==> src/rtl/perf_counter_bank.sv <==
// rtl/perf_counter_bank.sv - per-channel event counters, halt-aware cycle counter,
// snapshot shadows with registered readback
module perf_counter_bank #(
  parameter int NCH = 8,
  parameter int CW  = 32,
  parameter int SAT = 0
) (
  input  logic                     clk,
  input  logic                     rst,
  input  logic                     en,
  input  logic                     halt,
  input  logic                     stall,
  input  logic [NCH-1:0]           evt,
  input  logic                     clr,
  input  logic [NCH-1:0]           clr_mask,
  input  logic                     snap,
  input  logic [$clog2(NCH+1)-1:0] rd_sel,
  output logic [CW-1:0]            rd_data,
  output logic [CW-1:0]            cycles,
  output logic [NCH-1:0]           ovf
);

  localparam int SW = $clog2(NCH + 1);

  logic [CW-1:0] cnt    [NCH];
  logic [CW-1:0] shadow [NCH+1];
  logic [CW-1:0] cnt_next [NCH];
  logic [NCH-1:0] ovf_next;
  logic [CW-1:0] cycles_next;
  logic          halt_once;
  logic          halt_once_next;
  logic [CW-1:0] rd_next;

  // Clear wins over a same-cycle increment; in SAT mode an all-ones counter simply holds.
  always_comb begin
    ovf_next = ovf;
    for (int i = 0; i < NCH; i++) begin
      cnt_next[i] = cnt[i];
      if (clr && clr_mask[i]) begin
        cnt_next[i] = '0;
        ovf_next[i] = 1'b0;
      end else if (en && evt[i]) begin
        if (&cnt[i]) begin
          ovf_next[i] = 1'b1;
          if (SAT == 0) begin
            cnt_next[i] = '0;
          end
        end else begin
          cnt_next[i] = cnt[i] + CW'(1);
        end
      end
    end
  end

  // While halted the counter advances only on the first non-stalled halted cycle.
  always_comb begin
    cycles_next    = cycles;
    halt_once_next = halt_once;
    if (!stall) begin
      if (!halt) begin
        cycles_next    = cycles + CW'(1);
        halt_once_next = 1'b0;
      end else if (!halt_once) begin
        cycles_next    = cycles + CW'(1);
        halt_once_next = 1'b1;
      end
    end
  end

  always_comb begin
    rd_next = '0;
    if (rd_sel <= SW'(NCH)) begin
      rd_next = shadow[rd_sel];
    end
  end

  always_ff @(posedge clk) begin
    if (rst) begin
      for (int i = 0; i < NCH; i++) begin
        cnt[i] <= '0;
      end
      ovf <= '0;
    end else begin
      for (int i = 0; i < NCH; i++) begin
        cnt[i] <= cnt_next[i];
      end
      ovf <= ovf_next;
    end
  end

  always_ff @(posedge clk) begin
    if (rst) begin
      cycles    <= '0;
      halt_once <= 1'b0;
    end else begin
      cycles    <= cycles_next;
      halt_once <= halt_once_next;
    end
  end

  // Shadows capture pre-edge values, so snap with clr still keeps the old count.
  always_ff @(posedge clk) begin
    if (rst) begin
      for (int i = 0; i <= NCH; i++) begin
        shadow[i] <= '0;
      end
      rd_data <= '0;
    end else begin
      if (snap) begin
        for (int i = 0; i < NCH; i++) begin
          shadow[i] <= cnt[i];
        end
        shadow[NCH] <= cycles;
      end
      rd_data <= rd_next;
    end
  end

endmodule

==> config.mk <==
export PLATFORM = sky130hd
export DESIGN_NAME = perf_counter_bank
export DESIGN_NICKNAME = d
export VERILOG_FILES = /design/src/rtl/perf_counter_bank.sv
export SDC_FILE = /design/constraint.sdc
export NUM_CORES = 1
export LEC_CHECK = 0
export CAP_MARGIN = 20
export CORE_MARGIN = 4
export CORE_UTILIZATION = 50
export CTS_CLUSTER_SIZE = 28
export DETAILED_ROUTE_END_ITERATION = 8
export GPL_ROUTABILITY_DRIVEN = 0
export PLACE_DENSITY = 0.75
export SLEW_MARGIN = 10
export SYNTH_ARGS = -nofsm -noshare
export SYNTH_HDL_FRONTEND = slang
export SYNTH_SLANG_ARGS = --single-unit
==> constraint.sdc <==
create_clock -name clk -period 6.37 [get_ports clk]
set_input_delay 1.5925 -clock clk [delete_from_list [all_inputs] [get_ports clk]]
set_output_delay 1.5925 -clock clk [all_outputs]
set_load 0.005 [all_outputs]
-- Yosys cells after proc, flatten, opt, wreduce, memory -nomap -nowiden
Memory sizes are Yosys's and may differ from the RTL's. A register that Yosys moved wholly into a read port is not among the register bits.
Index checks and enable logic that the tools add are counted.
- equality and inequality tests: 1
- mux-type cells: 50
- bitwise gates (word level): 19
- reduce and logical (&&, ||, !) cells: 42
- $add $sub $neg: 9
- magnitude comparators: 1
- operators by type and width (kind ; number):
    two-way mux 32 bit ; 43
    adder 32 x 1 -> 32 bit (second input constant) ; 9
    AND reduction 33 bit ; 8
    AND reduction 32 bit ; 8
    OR reduction 2 bit ; 9
    bitwise OR 1 bit ; 17
    logical AND 1 bit ; 16
    two-way mux 1 bit ; 7
    <= comparator 4 bit (second input constant) ; 1
    != test 2 bit (second input constant) ; 1
    NOT 1 bit ; 2
    AND reduction 2 bit ; 1
- input port bits: 27
- flip-flop bits (word level): 41
- logic and storage cells: 134
- bits in writable memories: 544
- memories kept: 2
- memory list (name ; words ; width ; read ports ; clocked after Yosys merged registers in ; write ports ; RTL line ; text):
    shadow ; 9 ; 32 ; 1 ; 1 ; 9 ; 26 ; logic [CW-1:0] shadow [NCH+1];
    cnt ; 8 ; 32 ; 8 ; 0 ; 8 ; 25 ; logic [CW-1:0] cnt [NCH];

-- Logic depth before layout (Yosys ltp)
- depth after elaboration: 5
- depth in mapped cells: 8

-- Least setup slack after synthesis
Ideal clock, no wire load.
- kind: in2reg
- start: in rst
- end: mem shadow[0][0] (enable)
- stages: 4
- data arrival time: 5.919 ns
- library setup time: 0.531 ns
- slack: -0.080 ns
- cell sequence: clkbuf_1 clkbuf_1 clkbuf_1 or2_2
- RTL lines (element ; RTL line ; text):
    start, declared ; 9 ; input logic rst,
    end, declared ; 26 ;

==> reports/metrics.yaml <==
outcome:
  status: "finished clean"
cts:
  htree_levels: 2
  hold_buffers: 0
  postCtsSetupRepairBufs: 0
  clock_path_buffers: 3
  cts_tree: "yes"
  post_cts_resized: 0
  clkSlewWorstSetupHoldPaths_ns: 0.06
  cts.sinks: 617
  clk_latency_ns: 0.62
  cts_buffers: 58
  root_buffer: "clkbuf_16"
routing:
  first_pass_iters: 8
  viasPerCell: 5.87
  wl_per_cell_um: 21.3
  drt_iter0_markers: 2017
  num_vias: 19200
  routed_wl_um: 69500
  drc: 0
  final_antenna_net_count: 0
synth:
  syn_nets: 2496
  synth_adder_area_share_pct: 0.413
  syn_inst: 2460
  ys_types: 64
  synth_compound_area_share_pct: 2.64
  synth_simple_gate_area_share_pct: 24.3
  synth_xor_area_share_pct: 7.87
  synth_edf_count: 288
  async_reset_ff_share_pct: 0
  synth_top_family_by_area: "simple AND/OR/NAND/NOR gates"
  ys_seq_area_share_pct: 55.9
  synth_seq_cells: 617
  synth_area_leaders: "edfxtp_1 (32%), dfxtp_1 (24%), and2_1 (6.8%), mux4_2 (5.3%), nor2_1 (5.0%)"
  yosys_warnings: 0
  synth_area_per_cell_um2: 11.1
  synthFlopType: "dfxtp_1"
  yosys.area.top_type: "edfxtp_1"
  syn-cell-area_um2: 27300
  yosys.area.top_type_share_pct: 31.7
  muxShareOfSynthArea_pct: 6.82
worst_setup_path:
  crit_chain: "clkdlybuf4s50_1 > buf_4 > nand2_2 > nor3_4 > nand3_1 > o21ai_2 > nor2_1"
  critPathKind: "in2reg"
  critical_path_arrival_ns: 4.69
  worstPathRequired_ns: 6.83
  worst_setup_path_end_kind: "register"
  crit_path_start_kind: "input port"
  critPathMaxFanout: 26
  cp_slowest_cell: "clkdlybuf4s50_1"
  path_delay_family: "buffers and inverters"
  cp_slowest_stage_delay_ns: 0.99
  path_buf_inv: 2
flow_run:
  cap_viol_max_count: 0
timing:
  fin_crit_sh_pct: 66.4
  worst_slew_pin_slew_ns: 1.10
  tns_ns: 0
  slew_headroom_pct: 26.4
  worst_slack_ns: 2.14
  hold_viol: 0
  drv_slew: 0
  max_freq_mhz: 236
  fin_skew_ns: 0.0125
  rsz0062_at_grt: "no"
  setup_violations: 0
  period_needed_ns: 4.23
pwr:
  seq_power_share_pct: 53.0
  p_leak_nw: 10.9
  power_frac_clock_pct: 42.3
  power.switching_w: 0.00179
  swShare_pct: 22.1
  comb_power_share_pct: 4.7
  intPower_w: 0.00632
  power_density_nw_per_um2: 264
  p_total_w: 0.00811
  peakVddDrop_uv: 206
layout:
  layout-drive-gt1-share_pct: 8.98
  final_nets: 2558
  area_growth_pct: 12.5
  utilization_pct: 56.9
  stdcell_count: 3268
die:
  initial_core_util_pct: 50.6
  die_h_um: 242
  io_pins: 99
  core-area_um2: 53900
  dieArea_um2: 58300
  die_w_um: 242
  std_cell_rows: 85
global_route:
  grt_util_met3_pct: 3.80
  grt_pass1_wl_um: 107000
  met1_usage_pct: 32.5
  grt_antenna_before_repair: 3
  grt.busiest_layer: "met2"
  grt_pass1_vias: 18100
  grt_start_max_net_pins: 152
  grtUsageTotal_pct: 23.0
  overflow: 0
  grtUsageMet2_pct: 36.2
placed_design:
  place_inst: 3157
  dp_hpwl_um: 48400
  port_buffers: 98
  dp_slack_ns: 1.51
min_path:
  hold_class: "reg2reg"
==> power groups by stage <==
stage	Sequential [W]	Combinational, W	Clock (W)
finish	0.00430	0.000379	0.00343
global route	0.00430	0.000402	0.00364
CTS	0.00430	0.000378	0.00347
detailed placement	0.00438	0.000377	0
global placement	0.00438	0.000370	0
floorplan	0.00435	0.000231	0
==> worst register-to-register path: stages, from the launching register on <==
cell	delay (ns)
dfxtp_1	0.44
ha_1	0.24
nand3_1	0.18
nor3_4	0.38
nand3_1	0.22
o21ai_2	0.89
nor2_1	0.14
==> Yosys cell counts, types with 41 or more instances <==
cell	count
nor2_1	365
a21oi_1	57
xnor2_1	113
nor3_1	50
and3_1	41
mux4_2	64
nand3_1	112
and2_1	297
edfxtp_1	288
clkbuf_1	75
nand4_1	94
xor2_1	132
dfxtp_1	329
nand2_1	114
==> path summary, 6_finish.rpt <==
path / slack [ns] / start / cells after the start / to
setup reg to reg: 3.73 / cnt[1][96]$_SDFFE_PP0N_ / 6 / cnt[1][109]$_SDFFE_PP0N_
hold / removal: 0.48 / shadow[8][30]$_SDFFCE_PN0P_ / 2 / rd_data[30]$_SDFF_PP0_
hold reg to reg: 0.48 / shadow[8][30]$_SDFFCE_PN0P_ / 2 / rd_data[30]$_SDFF_PP0_
setup / recovery: 2.14 / en / 7 / cnt[1][109]$_SDFFE_PP0N_
==> cell families after synthesis <==
kind of cell / count (synthesis)
AND/OR/NAND/NOR: 1230
flip-flops: 617
XOR/XNOR: 245
buffers and inverters: 139
AO/OA/AOI/OAI: 115
multiplexers: 105
adder cells (fa/ha/maj): 9
==> cells in the final DEF, fill, tap and decap left out, types with 57 or more instances in the layout <==
| cell | instances |
|---|---|
| xnor2_1 | 113 |
| nand2_1 | 114 |
| mux4_2 | 64 |
| nand4_1 | 94 |
| nand3_1 | 112 |
| clkdlybuf4s50_1 | 93 |
| xor2_1 | 132 |
| dfxtp_1 | 329 |
| clkbuf_16 | 61 |
| and2_1 | 297 |
| edfxtp_1 | 288 |
| nor2_1 | 365 |
| a21oi_1 | 57 |
==> registers in the layout (all words and copies together), names as in the netlist <==
name / flops
cycles: 32
cnt: 256
rd_data: 32
shadow: 288
ovf: 8
halt_once: 1
==> area by class of cell <==
class | count | area [um^2]
diodes | 1 | 2.50
clock buffers | 89 | 1720
clock inverters | 20 | 155
fillers | 4221 | 23200
inverters | 24 | 90.1
multi-input cells | 1704 | 11500
flip-flops and latches | 617 | 15200
well taps | 696 | 871
repair buffers | 117 | 1140
==> per-layer routing <==
layer	part of all wire (%)	vias to the layer above
met5	0.052	-
met1	43	9438
li1	-	8830
met3	7.4	137
met2	45	764
met4	4.0	4
==> per-stage QoR <==
stage	hold WS [ns]	instance area [um^2]
floorplan	0.447	27300
global placement	0.460	28800
detailed placement	0.465	28800
CTS	0.482	30700
global route	0.500	30700
finish	0.480	30700
Note: power is estimated with default switching activity, not from simulation.
